## src/rtl/eth_axil_pkg.sv

```systemverilog
// Shared types and constants for the Ethernet-lite AXI4-Lite initiator.
//   axil_state_t : transaction FSM states
//   AXI_RESP_*   : AXI4-Lite BRESP/RRESP encodings
package eth_axil_pkg;

   typedef enum logic [2:0] {
      S_IDLE,
      S_WR_ADDR,
      S_WR_RESP,
      S_RD_ADDR,
      S_RD_DATA,
      S_RESP
   } axil_state_t;

   localparam logic [1:0] AXI_RESP_OKAY   = 2'b00;
   localparam logic [1:0] AXI_RESP_SLVERR = 2'b10;
   localparam logic [1:0] AXI_RESP_DECERR = 2'b11;

endpackage

```

## src/rtl/eth_axil_master.sv

```systemverilog
// Single-outstanding AXI4-Lite initiator for the axi_ethernetlite_0 register
// slave. One command on the cmd_* port becomes one AXI4-Lite read or write;
// the result returns on the rsp_* port.
//   clk, rst (async, active-low)
//   cmd_valid/cmd_ready/cmd_write/cmd_addr/cmd_wdata/cmd_wstrb : command in
//   rsp_valid/rsp_ready/rsp_rdata/rsp_resp/rsp_timeout         : response out
//   bus_hung                                                    : sticky hang flag
//   m_axi_*                                                     : AXI4-Lite master
module eth_axil_master
   import eth_axil_pkg::*;
#(
   parameter int unsigned P_AXI_ADDR_WIDTH = 32,
   parameter int unsigned P_AXI_DATA_WIDTH = 32,
   parameter int unsigned P_TIMEOUT_CYCLES = 1023
) (
   input  logic                          clk,
   input  logic                          rst,
   input  logic                          cmd_valid,
   output logic                          cmd_ready,
   input  logic                          cmd_write,
   input  logic [P_AXI_ADDR_WIDTH-1:0]   cmd_addr,
   input  logic [P_AXI_DATA_WIDTH-1:0]   cmd_wdata,
   input  logic [P_AXI_DATA_WIDTH/8-1:0] cmd_wstrb,
   output logic                          rsp_valid,
   input  logic                          rsp_ready,
   output logic [P_AXI_DATA_WIDTH-1:0]   rsp_rdata,
   output logic [1:0]                    rsp_resp,
   output logic                          rsp_timeout,
   output logic                          bus_hung,
   output logic [P_AXI_ADDR_WIDTH-1:0]   m_axi_awaddr,
   output logic                          m_axi_awvalid,
   input  logic                          m_axi_awready,
   output logic [P_AXI_DATA_WIDTH-1:0]   m_axi_wdata,
   output logic [P_AXI_DATA_WIDTH/8-1:0] m_axi_wstrb,
   output logic                          m_axi_wvalid,
   input  logic                          m_axi_wready,
   input  logic [1:0]                    m_axi_bresp,
   input  logic                          m_axi_bvalid,
   output logic                          m_axi_bready,
   output logic [P_AXI_ADDR_WIDTH-1:0]   m_axi_araddr,
   output logic                          m_axi_arvalid,
   input  logic                          m_axi_arready,
   input  logic [P_AXI_DATA_WIDTH-1:0]   m_axi_rdata,
   input  logic [1:0]                    m_axi_rresp,
   input  logic                          m_axi_rvalid,
   output logic                          m_axi_rready
);

   localparam int unsigned CNT_MIN  = 11;
   localparam int unsigned CNT_CLOG = $clog2(P_TIMEOUT_CYCLES + 1);
   localparam int unsigned CNT_W    = (CNT_CLOG > CNT_MIN) ? CNT_CLOG : CNT_MIN;
   localparam logic [CNT_W-1:0] TMO_LIMIT = CNT_W'(P_TIMEOUT_CYCLES);

   axil_state_t      state;
   logic [CNT_W-1:0] tmo_cnt;
   logic             aw_done, w_done;
   logic             aw_hs, w_hs, b_hs, ar_hs, r_hs;
   logic             aw_fin, w_fin;
   logic             busy, advance, tmo_hit;

   assign aw_hs   = m_axi_awvalid && m_axi_awready;
   assign w_hs    = m_axi_wvalid  && m_axi_wready;
   assign b_hs    = m_axi_bvalid  && m_axi_bready;
   assign ar_hs   = m_axi_arvalid && m_axi_arready;
   assign r_hs    = m_axi_rvalid  && m_axi_rready;
   assign aw_fin  = aw_done || aw_hs;
   assign w_fin   = w_done  || w_hs;
   assign tmo_hit = (tmo_cnt == TMO_LIMIT);

   // busy: a bus phase is pending; advance: that phase completes this cycle
   always_comb begin
      busy    = 1'b0;
      advance = 1'b0;
      case (state)
         S_WR_ADDR: begin busy = 1'b1; advance = aw_fin && w_fin; end
         S_WR_RESP: begin busy = 1'b1; advance = b_hs;            end
         S_RD_ADDR: begin busy = 1'b1; advance = ar_hs;           end
         S_RD_DATA: begin busy = 1'b1; advance = r_hs;            end
         default:   begin busy = 1'b0; advance = 1'b0;            end
      endcase
   end

   always_ff @(posedge clk or negedge rst) begin
      if (!rst) begin
         state         <= S_IDLE;
         tmo_cnt       <= '0;
         aw_done       <= 1'b0;
         w_done        <= 1'b0;
         cmd_ready     <= 1'b0;
         rsp_valid     <= 1'b0;
         rsp_rdata     <= '0;
         rsp_resp      <= AXI_RESP_OKAY;
         rsp_timeout   <= 1'b0;
         bus_hung      <= 1'b0;
         m_axi_awaddr  <= '0;
         m_axi_awvalid <= 1'b0;
         m_axi_wdata   <= '0;
         m_axi_wstrb   <= '0;
         m_axi_wvalid  <= 1'b0;
         m_axi_bready  <= 1'b0;
         m_axi_araddr  <= '0;
         m_axi_arvalid <= 1'b0;
         m_axi_rready  <= 1'b0;
      end else begin
         // Valids drop on their own handshake in any state, so a slave that
         // finally accepts after a timeout still sees a legal AXI exchange.
         if (aw_hs) m_axi_awvalid <= 1'b0;
         if (w_hs)  m_axi_wvalid  <= 1'b0;
         if (ar_hs) m_axi_arvalid <= 1'b0;

         if (busy) tmo_cnt <= tmo_cnt + 1'b1;

         case (state)
            S_IDLE: begin
               tmo_cnt   <= '0;
               aw_done   <= 1'b0;
               w_done    <= 1'b0;
               cmd_ready <= !bus_hung;
               if (cmd_valid && cmd_ready) begin
                  cmd_ready    <= 1'b0;
                  m_axi_awaddr <= cmd_addr;
                  m_axi_araddr <= cmd_addr;
                  m_axi_wdata  <= cmd_wdata;
                  m_axi_wstrb  <= cmd_wstrb;
                  if (cmd_addr[1:0] != 2'b00) begin
                     rsp_valid   <= 1'b1;
                     rsp_rdata   <= '0;
                     rsp_resp    <= AXI_RESP_SLVERR;
                     rsp_timeout <= 1'b0;
                     state       <= S_RESP;
                  end else if (cmd_write) begin
                     m_axi_awvalid <= 1'b1;
                     m_axi_wvalid  <= 1'b1;
                     state         <= S_WR_ADDR;
                  end else begin
                     m_axi_arvalid <= 1'b1;
                     state         <= S_RD_ADDR;
                  end
               end
            end
            S_WR_ADDR: begin
               aw_done <= aw_fin;
               w_done  <= w_fin;
               if (advance) begin
                  m_axi_bready <= 1'b1;
                  state        <= S_WR_RESP;
               end
            end
            S_WR_RESP: begin
               if (advance) begin
                  m_axi_bready <= 1'b0;
                  rsp_valid    <= 1'b1;
                  rsp_rdata    <= '0;
                  rsp_resp     <= m_axi_bresp;
                  rsp_timeout  <= 1'b0;
                  state        <= S_RESP;
               end
            end
            S_RD_ADDR: begin
               if (advance) begin
                  m_axi_rready <= 1'b1;
                  state        <= S_RD_DATA;
               end
            end
            S_RD_DATA: begin
               if (advance) begin
                  m_axi_rready <= 1'b0;
                  rsp_valid    <= 1'b1;
                  rsp_rdata    <= m_axi_rdata;
                  rsp_resp     <= m_axi_rresp;
                  rsp_timeout  <= 1'b0;
                  state        <= S_RESP;
               end
            end
            S_RESP: begin
               if (rsp_ready) begin
                  rsp_valid <= 1'b0;
                  cmd_ready <= !bus_hung;
                  state     <= S_IDLE;
               end
            end
            default: state <= S_IDLE;
         endcase

         // A handshake landing on the limit cycle wins: the slave has already
         // consumed it, so the transaction completes normally.
         if (busy && !advance && tmo_hit) begin
            m_axi_bready <= 1'b0;
            m_axi_rready <= 1'b0;
            rsp_valid    <= 1'b1;
            rsp_rdata    <= '0;
            rsp_resp     <= AXI_RESP_SLVERR;
            rsp_timeout  <= 1'b1;
            bus_hung     <= 1'b1;
            state        <= S_RESP;
         end
      end
   end

endmodule

```

## config.mk

```make
export PLATFORM = sky130hd
export DESIGN_NAME = eth_axil_master
export DESIGN_NICKNAME = d
export VERILOG_FILES = /design/src/rtl/eth_axil_pkg.sv /design/src/rtl/eth_axil_master.sv
export SDC_FILE = /design/constraint.sdc
export NUM_CORES = 1
export LEC_CHECK = 0
export ABC_AREA = 1
export CAP_MARGIN = 20
export CORE_MARGIN = 3
export CORE_UTILIZATION = 47
export CTS_BUF_LIST = sky130_fd_sc_hd__clkbuf_4
export CTS_CLUSTER_SIZE = 28
export DETAILED_ROUTE_END_ITERATION = 16
export PLACE_DENSITY = 0.86
export SLEW_MARGIN = 25
export SYNTH_ARGS = -nofsm -noshare
export SYNTH_HDL_FRONTEND = slang
export SYNTH_SLANG_ARGS = --single-unit
```

## constraint.sdc

```tcl
create_clock -name clk -period 3.7 [get_ports clk]
set_input_delay 0.74 -clock clk [delete_from_list [all_inputs] [get_ports clk]]
set_output_delay 0.74 -clock clk [all_outputs]
set_load 0.005 [all_outputs]
```

Word-level counts from Yosys, hierarchy flattened
Cells that the tools add are included.
Cells by class
  add/sub/neg operators: 1
  equal/unequal tests: 15
  muxes and demuxes: 60
  reductions and logical operators: 33
Operators by type and width (count)
  2-to-1 mux 32 bit: 5
  case mux 32 bit (3 select lines): 1
  2-to-1 mux 1 bit: 29
  2-to-1 mux 11 bit: 2
  2-to-1 mux 3 bit: 7
  inequality test 3 bit (second input constant): 7
  case mux 3 bit (5 select lines): 1
  AND reduction 5 bit: 3
  2-to-1 mux 2 bit: 6
  case mux 1 bit (2 select lines): 6
  adder 11 x 1 -> 11 bit (second input constant): 1
  == test 11 x 10 -> 1 bit (second input constant): 1
  logical AND 1 bit: 9
  nonzero test 3 bit: 3
  nonzero test 2 bit: 4
  nonzero test 4 bit: 2
  == test 3 x 2 -> 1 bit (second input constant): 2
  == test 3 bit (second input constant): 2
  case mux 2 bit (3 select lines): 1
  AND reduction 3 bit: 2
  case mux 1 bit (4 select lines): 1
  AND reduction 2 bit: 2
  AND reduction 4 bit: 1
  OR reduction 4 bit: 1
  other kinds (8): 10
Storage, ports and cells
  register bits: 127
  input port bits: 114
  output and inout port bits: 143
  word-level logic and storage cells: 127

Longest topological paths before layout
Gate-level depths: netlist of the first run.
  depth in word-level cells: 9
  gate-level depth with buffers: 14
  depth with buffers taken out: 13

Worst setup path after synthesis of the first run
No wires, ideal clock.
  path kind: input port to flip-flop
  start point: in m_axi_wready
  end point: reg rsp_rdata[1]
  setup time: 0.116 ns
  arrival time: 1.692 ns
  required time: 3.584 ns
  setup slack: 1.892 ns
  stages on the path: 11
  path buffers: 1
  cell sequence: nand2_1 -> nand2_1 -> nand3_4 -> nand2_4 -> nor2_8 -> nand3_2 -> buf_2 -> nand3_1 -> inv_2 -> nand2_1 -> nand2_1
On the way
  cells in the longest elaborated chain, start to end: 9
  elaborated cells on any way between the ends: 14
  those cells by class: eq/ne (4); mux (2); reduce/logical (8)
Ends and longest elaborated chain
  start: declaration: RTL line eth_axil_master.sv:36  | input logic m_axi_wready,
  logical AND 1 bit (*): RTL line eth_axil_master.sv:62  | assign w_hs = m_axi_wvalid && m_axi_wready;
  logical OR 1 bit (*): RTL line eth_axil_master.sv:67  | assign w_fin = w_done || w_hs;
  logical AND 1 bit (*): RTL line eth_axil_master.sv:75  | S_WR_ADDR: begin busy = 1'b1; advance = aw_fin && w_fin; end
  case mux 1 bit (4 select lines) (*): RTL line eth_axil_master.sv:74  | case (state)
  logical NOT 1 bit: RTL line eth_axil_master.sv:187  | if (busy && !advance && tmo_hit) begin
  logical AND 1 bit (2 in a row): RTL line eth_axil_master.sv:187
  inequality test 3 bit (no line) / nonzero test 4 bit (equally long branches)
  AND reduction 5 bit (no line)
  end signal: assignment: RTL line eth_axil_master.sv:169  | rsp_rdata <= m_axi_rdata;
  end: declaration: RTL line eth_axil_master.sv:26  | output logic [P_AXI_DATA_WIDTH-1:0] rsp_rdata,
Mark *: on every way between the ends. The rest lies on a longest branch, timed or not.
A chain may end at the register's enable or synchronous reset.

Worst setup path in the final report of the first run
  start point: reg state[1]
  end point: reg rsp_rdata[8]
On the way
  cells in the longest elaborated chain, start to end: 7
  elaborated cells on any way between the ends: 19
  those cells by class: eq/ne (8); mux (4); reduce/logical (7)
Ends and longest elaborated chain
  start: declaration: RTL line eth_axil_master.sv:54  | axil_state_t state;
  start signal: assignment: RTL line eth_axil_master.sv:85  | state <= S_IDLE;
  start signal: assignment: RTL line eth_axil_master.sv:130  | state <= S_RESP;
  start signal: assignment: RTL line eth_axil_master.sv:134  | state <= S_WR_ADDR;
  == test 3 bit, or another cell as far along: RTL line eth_axil_master.sv:74, eth_axil_master.sv:113
  case mux 1 bit (4 select lines) / OR reduction 4 bit (equally long branches)
  logical NOT 1 bit / 2-to-1 mux 1 bit (equally long branches): RTL line eth_axil_master.sv:187, eth_axil_master.sv:74
  logical AND 1 bit (2 in a row): RTL line eth_axil_master.sv:187
  inequality test 3 bit (no line) / nonzero test 4 bit (equally long branches)
  AND reduction 5 bit (no line)
Parallel ways exist; a longest one is shown, timed or not.

==> impl_metrics.csv, run 1 <==
group,metric,value,unit
sta,rsz0062_at_grt,"no",
logic_synthesis,synth_area_per_cell,8.17,um2
worst_hold_path,hold_class,"in -> async",
global_route,overflow,0,
pwr,fin_total_pwr,2.57,mW
finish,final_cell_area,0.00865,mm2
logic_synthesis,ys_ff_latch,127,
sta,fin_crit,2.29,ns
sta,max_freq,437,MHz
worst_setup_path,crit_path_start_kind,"flip-flop",
clocking,postCtsResizedCells,0,
global_route,grt_pass1_vias,5121,
pwr,power_density,298,mW/mm2
logic_synthesis,synth_cell_types,32,
placement,hpwl,11600,um
clocking,cts.sinks,127,
die,die_w,118,um
drt,dr.pass1.iters,5,
clocking,cts_tree,"built",
clocking,numCtsBuffers,17,
sta,relSlewSlack,41.6,%
sta,post-route-period-util,61.9,%
drt,post_drt_via_cell_ratio,4.74,
logic_synthesis,yosys.area.top_type,"dfrtp_1",
sta,hold_slack,0.323,ns
worst_setup_path,worstSetupPathType,"reg -> reg",
finish,regArea,0.00318,mm2
clocking,clkSlewWorstSetupHoldPaths,0.11,ns
job,maxCapViolations,0,
sta,max_slew.worst_pin.slew,0.876,ns
sta,finalHoldViolCount,0,
drt,routed_wl,16100,um
drt,wl_per_cell,14.3,um
global_route,grt_max_degree,70,
worst_setup_path,reg2reg_slack,1.41,ns
global_route,grt.total_usage,23.4,%
die,die-height,118,um
placement,portBuffers,256,
global_route,grt_pass1_wl,26200,um
die,fp-row-count,40,
logic_synthesis,synth-edff-count,0,
clocking,clockBufferDepth,2,
logic_synthesis,synth_area_leaders,"dfrtp_1, nand2_1, buf_4, nand3_1, inv_1",
die,initial_utilization,48.6,%
drt,ant_nets,0,
worst_setup_path,end_kind,"flip-flop",
logic_synthesis,synth_area,0.00591,mm2
finish,nFillCells,930,
global_route,grt_antenna_before_repair,1,
logic_synthesis,yosysWarnings,0,
placement,place_ws,0.906,ns
worst_setup_path,arrival,2.76,ns
clocking,ctsHoldBuffers,0,
logic_synthesis,ys_seq_area_share,53.8,%
status,outcome,"finished, final reports clean",
logic_synthesis,yosys-top-cells-count,"nand2_1, dfrtp_1, inv_1, nand3_1, buf_4",
placement,dpl_cell_area,0.00834,mm2
die,coreArea,0.0122,mm2
sta,setup_viol,0,
logic_synthesis,async_reset_ff_share,100,%
worst_setup_path,critPathRequiredTime,4.17,ns
finish,final_layout_size_suffix_gt1_share,8.80,%
die,die-area,0.0139,mm2
logic_synthesis,yosys.area.top_type_share,53.8,%
sta,fin_setup_tns,0,ns
logic_synthesis,yosysMostFrequentCell,"nand2_1",
die,io_pins,257,
pwr,ir_drop,0.000224,V
finish,area_delta_synth_final,46.4,%
clocking,clock_latency,0.53,ns
sta,finalMaxSlewViolations,0,
sta,skew,0.0110,ns
clocking,root_buffer,"clkbuf_4",
drt,drcViolationCount,0,
clocking,cts_setup_buffers,0,
sta,worst_slack,1.41,ns
logic_synthesis,synth_nets,838,
placement,place.gp.congestion,0.860,
finish,multi_input_area,0.00209,mm2
drt,vias,5333,
pwr,leakagePower,4.42,nW
logic_synthesis,ys.flop_type,"dfrtp_1",
clocking,cts_htree_levels,4,
drt,drt_iter0_drc,371,
finish,layout.nets,1057,
logic_synthesis,synthCells,723,
worst_setup_path,cp_max_fo,35,
-- cell usage in the layout, fill, tap and decap left out, types with 3 or more instances in the layout --
| cell type | n |
|---|---|
| nor2_1 | 12 |
| nor3_1 | 7 |
| clkbuf_4 | 17 |
| clkinv_1 | 5 |
| inv_2 | 16 |
| nand2_2 | 16 |
| clkinv_2 | 5 |
| nand3_1 | 39 |
| inv_1 | 51 |
| clkdlybuf4s50_1 | 255 |
| nand2_4 | 5 |
| nand4_1 | 3 |
| o22ai_1 | 3 |
| bufinv_16 | 4 |
| nand2_1 | 333 |
| dfrtp_1 | 127 |
| a21oi_1 | 13 |
| nand3_4 | 3 |
| nor2_4 | 3 |
| buf_4 | 4 |
| o21ai_0 | 17 |
-- kinds of logic after synthesis --
group / count (synthesis) / synth area share, %
buf+inv: 129 / 10.9
flops: 127 / 53.8
fa+ha+maj: 1 / 0.212
compound gates: 37 / 3.35
simple gates: 429 / 31.7
-- worst paths after layout --
path                                              from                          end  cells after the start
max                               state[1]$_DFFE_PN0P_     rsp_rdata[8]$_DFFE_PN0P_                     10
max in group asynchronous                          rst   m_axi_wstrb[3]$_DFFE_PN0P_                      2
min reg2reg                m_axi_wdata[12]$_DFFE_PN0P_  m_axi_wdata[12]$_DFFE_PN0P_                      2
max reg2reg                       state[1]$_DFFE_PN0P_     rsp_rdata[8]$_DFFE_PN0P_                     10
min                                                rst    rsp_rdata[21]$_DFFE_PN0P_                      1
min in group clk           m_axi_wdata[12]$_DFFE_PN0P_  m_axi_wdata[12]$_DFFE_PN0P_                      2
-- routing by layer --
layer	global-route usage, %	routed length (um)	vias up
li1	-	-	2616
met1	29.2	6570	2515
met2	37.8	8120	163
met3	7.06	910	39
met4	10.0	516	0
met5	0	0	-
-- where the power goes --
part           internal [mW]  leakage [nW]  switching (mW)
clock network          0.520         0.161           0.510
logic                  0.108          2.49          0.0484
registers               1.39          1.76        0.000279
-- critical path, stage by stage, from the launching register on --
cell	delay, ns
dfrtp_1	0.58
inv_2	0.09
nor3_2	0.32
nand2_1	0.14
nand2_2	0.14
nor2_8	0.07
nand3_2	0.47
nand3_1	0.20
inv_2	0.08
nand2_1	0.05
nand2_1	0.08
-- flip-flops by register name (all words and copies together), names as in the netlist --
name / cells
w_done: 1
rsp_rdata: 32
tmo_cnt: 11
aw_done: 1
m_axi_arvalid: 1
m_axi_wdata: 32
m_axi_wvalid: 1
m_axi_awvalid: 1
state: 3
cmd_ready: 1
rsp_timeout: 1
m_axi_wstrb: 4
m_axi_rready: 1
bus_hung: 1
m_axi_bready: 1
rsp_valid: 1
rsp_resp: 2
m_axi_araddr: 32
-- per-stage QoR --
stage,utilization (%),cells
2_1_floorplan,-,723
3_3_place_gp,68.6,1091
3_5_place_dp,68.6,1091
4_1_cts,71.1,1123
5_1_grt,71.1,1124
6_report,71.1,1124
-- area by class of cell --
class / count / share of cell area, %
antenna: 1 / 0.0289
clock buffer: 17 / 1.48
inverter: 69 / 3.02
sequential: 127 / 36.8
multi-input combinational: 467 / 24.2
timing repair buffer: 260 / 30.1
tap: 168 / 2.43
clock inverter: 15 / 2.03
Note: power is estimated with default switching activity, not from simulation.
==> inputs of run 2 (changes only) <==
--- a/config.mk
+++ b/config.mk
@@ -8,11 +8,11 @@
 export ABC_AREA = 1
 export CAP_MARGIN = 20
 export CORE_MARGIN = 3
-export CORE_UTILIZATION = 47
+export CORE_UTILIZATION = 44
 export CTS_BUF_LIST = sky130_fd_sc_hd__clkbuf_4
 export CTS_CLUSTER_SIZE = 28
 export DETAILED_ROUTE_END_ITERATION = 16
-export PLACE_DENSITY = 0.86
+export PLACE_DENSITY = 0.81
 export SLEW_MARGIN = 25
 export SYNTH_ARGS = -nofsm -noshare
 export SYNTH_HDL_FRONTEND = slang
==> constraint.sdc (replaced) <==
create_clock -name clk -period 2.15 [get_ports clk]
set_input_delay 0.43 -clock clk [delete_from_list [all_inputs] [get_ports clk]]
set_output_delay 0.43 -clock clk [all_outputs]
set_load 0.005 [all_outputs]
==> run 2 against run 1 <==
Compared with the run above:
- critical path depth grew 4
- count of clock-buffer cells in the layout grew 2
- maximum frequency grew 14%
- hold slack better by 0.10 ns
- sequential power up 72%
- clock skew rose by 0.0016 ns
- worst setup slack got worse by 1.3 ns
==> impl_metrics.csv, run 2 (synthesized netlist as in run 1, its figures left out) <==
group,metric,value,unit
pwr,fin_total_pwr,4.15,mW
finish,largest_registers,"m_axi_araddr (32), m_axi_wdata (32), rsp_rdata (32)",
sta,fin_setup_tns,0,ns
clocking,cts_htree_levels,4,
sta,finalHoldViolCount,0,
drt,dr.pass1.iters,5,
worst_setup_path,end_kind,"flip-flop",
global_route,grt.total_usage,21.9,%
die,initial_utilization,45.9,%
global_route,grt_pass1_wl,25500,um
sta,setup_viol,0,
clocking,numCtsBuffers,17,
die,fp-row-count,41,
finish,area_delta_synth_final,48.6,%
global_route,grt_pass1_vias,4943,
finish,final_cell_area,0.00878,mm2
finish,fin_util,68.2,%
worst_setup_path,worstSetupPathType,"reg -> reg",
pwr,power_density,473,mW/mm2
sta,finalMaxSlewViolations,0,
finish,final_cell_mix,"nand2_1, clkdlybuf4s50_1, dfrtp_1",
placement,hpwl,11900,um
clocking,root_buffer,"clkbuf_4",
sta,max_slew.worst_pin.slew,0.556,ns
sta,max_freq,499,MHz
clocking,clock_latency,0.53,ns
die,io_pins,257,
sta,post-route-period-util,93.1,%
job,maxCapViolations,0,
pwr,leakagePower,4.49,nW
drt,post_drt_via_cell_ratio,4.59,
worst_setup_path,critPathRequiredTime,2.61,ns
worst_setup_path,cp_max_fo,16,
die,coreArea,0.0129,mm2
clocking,cts.sinks,127,
clocking,clockBufferDepth,2,
clocking,cts_tree,"built",
worst_setup_path,crit_path_start_kind,"flip-flop",
placement,portBuffers,256,
worst_setup_path,reg2reg_slack,0.15,ns
drt,drcViolationCount,0,
placement,place_ws,0.0615,ns
finish,final_layout_size_suffix_gt1_share,9.71,%
die,die-area,0.0148,mm2
global_route,grt_antenna_before_repair,1,
sta,relSlewSlack,62.9,%
drt,vias,5242,
sta,rsz0062_at_grt,"no",
finish,final_common_cell,"nand2_1",
placement,dp_cells,1108,
drt,wl_per_cell,14.1,um
pwr,ir_drop,0.000363,V
die,die_w,122,um
placement,dpl_cell_area,0.00852,mm2
clocking,clkSlewWorstSetupHoldPaths,0.10,ns
sta,skew,0.0126,ns
sta,hold_slack,0.423,ns
placement,place.gp.congestion,0.863,
sta,worst_slack,0.148,ns
global_route,overflow,0,
die,die-height,122,um
finish,final_cells,1141,
drt,drt_iter0_drc,362,
worst_hold_path,hold_class,"in -> async",
drt,ant_nets,0,
worst_setup_path,arrival,2.47,ns
status,outcome,"finished, final reports clean",
drt,routed_wl,16100,um
global_route,grt_max_degree,47,
finish,layout.nets,1071,
sta,fin_crit,2.00,ns
run 2: power breakdown:
group          leakage [nW]  internal [mW]  switching, mW  total [mW]
combinational          2.59          0.191         0.0840       0.275
sequential             1.76           2.39       0.000499        2.39
clock                 0.138          0.676          0.815        1.49
total                  4.49           3.25          0.900        4.15
run 2: metal layers:
layer  track usage (%)  wire length [um]  vias to the layer above
li1                  -                 -                     2642
met1              28.2              6750                     2426
met2              35.6              8050                      146
met3              6.87               939                       28
met4              6.86               328                        0
met5                 0                 0                        -
run 2: critical path: stages, from the launching register on:
cell and delay (ns):
dfrtp_1 0.38, ha_1 0.18, inv_1 0.06, nor2_1 0.13, nand2_1 0.12, nor2_2 0.16, nand2_2 0.08, nor2_4 0.14
nand2_4 0.08, nand2_4 0.07, inv_2 0.06, nor2_8 0.18, buf_12 0.17, nand2_1 0.06, nand2_1 0.06
run 2: layout make-up:
type	count	area, um2
Antenna cell	1	2.50
Clock buffer	19	143
Clock inverter	12	101
Fill cell	1066	4100
Inverter	69	259
Multi-Input combinational cell	467	2090
Sequential cell	127	3180
Tap cell	172	215
Timing Repair Buffer	274	2790
run 2: final timing paths:
kind	depth (start not counted)	endpoint	from
max	14	rsp_rdata[2]$_DFFE_PN0P_	tmo_cnt[0]$_DFFE_PN0P_
min	2	rsp_rdata[26]$_DFFE_PN0P_	rst
max reg2reg	14	rsp_rdata[2]$_DFFE_PN0P_	tmo_cnt[0]$_DFFE_PN0P_
min reg2reg	2	m_axi_wdata[3]$_DFFE_PN0P_	m_axi_wdata[3]$_DFFE_PN0P_
max in group asynchronous	3	w_done$_DFFE_PN0P_	rst
min in group clk	3	m_axi_wdata[29]$_DFFE_PN0P_	cmd_wdata[29]
run 2: repair_timing:
| item | in CTS | in global routing |
|---|---|---|
| endpoints found under the setup margin | 0 | 27 |
| resized for setup | 0 | 1 |
| hold endpoints to repair | 40 | 0 |
| hold buffers | 1 | 0 |
| buffers inserted | 0 | 0 |
==> inputs of run 3 (changes only) <==
--- a/config.mk
+++ b/config.mk
@@ -13,6 +13,7 @@
 export CTS_CLUSTER_SIZE = 28
 export DETAILED_ROUTE_END_ITERATION = 16
 export PLACE_DENSITY = 0.81
+export RECOVER_POWER = 100
 export SLEW_MARGIN = 25
 export SYNTH_ARGS = -nofsm -noshare
 export SYNTH_HDL_FRONTEND = slang
==> run 3 against run 2 <==
Compared with the run above:
- largest power group unchanged
- highest routed layer unchanged
- first-iteration DRC count shrank 2.5%
- sequential share of layout area grew 0.38 points
- sequential cell count did not move
==> impl_metrics.csv, run 3 (synthesized netlist as in run 1, its figures left out) <==
group,metric,value,unit
status,outcome,"finished, final reports clean",
drt,post_drt_via_cell_ratio,4.61,
sta,finalMaxSlewViolations,0,
clocking,cts_htree_levels,4,
placement,dp_cells,1108,
worst_setup_path,cp_max_fo,3,
sta,hold_slack,0.419,ns
die,coreArea,0.0129,mm2
worst_setup_path,critPathBufInv,1,
drt,dr.pass1.iters,4,
drt,routed_wl,16000,um
worst_setup_path,path_cells,"dlygate4sd3_1",
global_route,grt_pass1_vias,4943,
sta,setup_viol,0,
die,initial_utilization,45.9,%
drt,vias,5257,
global_route,grt_max_degree,47,
sta,finalHoldViolCount,0,
global_route,overflow,0,
worst_setup_path,endpoint,"m_axi_arvalid",
sta,max_slew.worst_pin.slew,0.997,ns
clocking,numCtsBuffers,17,
finish,final_cells,1141,
finish,final_common_cell,"nand2_1",
sta,relSlewSlack,33.5,%
clocking,root_buffer,"clkbuf_4",
pwr,ir_drop,0.000365,V
worst_setup_path,reg2reg_slack,0.15,ns
sta,fin_crit,2.02,ns
drt,drcViolationCount,0,
global_route,grt_pass1_wl,25500,um
drt,ant_nets,0,
job,maxCapViolations,0,
die,io_pins,257,
finish,nFillCells,1083,
global_route,grt.total_usage,21.9,%
clocking,clockBufferDepth,2,
die,die-height,122,um
worst_setup_path,r2r_start,"tmo_cnt[0]$_DFFE_PN0P_",
placement,dpl_cell_area,0.00852,mm2
worst_setup_path,critPathRequiredTime,1.72,ns
sta,post-route-period-util,93.9,%
finish,final_cell_area,0.00868,mm2
worst_setup_path,cp_num_cells,1,
finish,layout.nets,1071,
sta,skew,0.0154,ns
sta,max_freq,495,MHz
worst_setup_path,worstSetupPathType,"reg -> out",
global_route,grt_antenna_before_repair,1,
worst_setup_path,end_kind,"primary output",
finish,final_layout_size_suffix_gt1_share,8.57,%
clocking,clkSlewWorstSetupHoldPaths,0.11,ns
drt,drt_iter0_drc,353,
pwr,power_density,478,mW/mm2
placement,place.gp.congestion,0.863,
worst_setup_path,crit_start,"m_axi_arvalid$_DFF_PN0_",
placement,portBuffers,256,
worst_setup_path,r2r_end,"rsp_rdata[2]$_DFFE_PN0P_",
clocking,clock_latency,0.53,ns
clocking,cts.sinks,127,
worst_setup_path,r2r_cells,14,
die,die-area,0.0148,mm2
finish,final_cell_mix,"nand2_1, dlygate4sd3_1, dfrtp_1",
die,fp-row-count,41,
worst_hold_path,hold_class,"in -> reg",
finish,area_delta_synth_final,47.1,%
clocking,cts_tree,"built",
sta,fin_setup_tns,0,ns
worst_setup_path,crit_path_start_kind,"flip-flop",
worst_setup_path,critical-path-top-delay-family,"buffers and inverters",
sta,rsz0062_at_grt,"no",
placement,hpwl,11900,um
worst_setup_path,crit_path_max_incr_delay,0.64,ns
die,die_w,122,um
pwr,fin_total_pwr,4.15,mW
worst_setup_path,arrival,1.59,ns
drt,wl_per_cell,14.0,um
worst_hold_path,hold_path.startpoint,"cmd_wdata[29]",
worst_setup_path,slowest_stage,"dlygate4sd3_1",
finish,largest_registers,"m_axi_araddr (32), m_axi_wdata (32), rsp_rdata (32)",
pwr,leakagePower,4.95,nW
## run 3: cell types whose count changed in the layout (fill, tap and decap cells not counted), sizes merged
cell           change
buf                -7
clkdlybuf4s50    -143
clkbuf             +7
dlygate4sd3      +143
## run 3: cell type report
type	instances	area, um2	area share [%]
Timing Repair Buffer	274	2730	31.4
Antenna cell	1	2.50	0.0288
Clock inverter	12	101	1.17
Inverter	69	259	2.98
Multi-Input combinational cell	467	2060	23.7
Clock buffer	19	143	1.64
Sequential cell	127	3180	36.6
Tap cell	172	215	2.48
## run 3: per-layer routing
metal | up-vias | GRT usage [%] | share of wire, %
met4 | 0 | 6.86 | 2.2
met2 | 160 | 35.6 | 50
li1 | 2650 | - | -
met5 | - | 0 | 0
met1 | 2418 | 28.2 | 42
met3 | 29 | 6.87 | 6.0
## run 3: worst min path at each step
stage | cells past startpoint | slack [ns] | endpoint
2_1_floorplan | 0 | 0.13 | aw_done$_DFFE_PN0P_
3_3_place_gp | 2 | 0.45 | m_axi_wdata[17]$_DFFE_PN0P_
3_5_place_dp | 1 | 0.46 | rsp_rdata[26]$_DFFE_PN0P_
4_1_cts | 3 | 0.39 | m_axi_wdata[29]$_DFFE_PN0P_
5_1_grt | 3 | 0.36 | m_axi_wdata[29]$_DFFE_PN0P_
6_report | 3 | 0.42 | m_axi_wdata[29]$_DFFE_PN0P_
## run 3: stage by stage
step           util (%)  setup WS, ns
6_report           67.4         0.131
3_3_place_gp       66.1         0.114
3_5_place_dp       66.1        0.0615
4_1_cts            68.1        0.0885
2_1_floorplan         -         0.417
5_1_grt            67.4       0.00320
## run 3: power by group
part,switching [mW],internal [mW]
clock,0.819,0.676
sequential,0.000431,2.39
combinational,0.0825,0.184
## run 3: what timing repair did
| action | 4_1_cts | 5_1_grt |
|---|---|---|
| gates resized for setup | 0 | 1 |
| endpoints found under the hold margin | 40 | 0 |
| setup buffers | 0 | 0 |
| hold buffers | 1 | 0 |
| endpoints found under the setup margin | 0 | 27 |
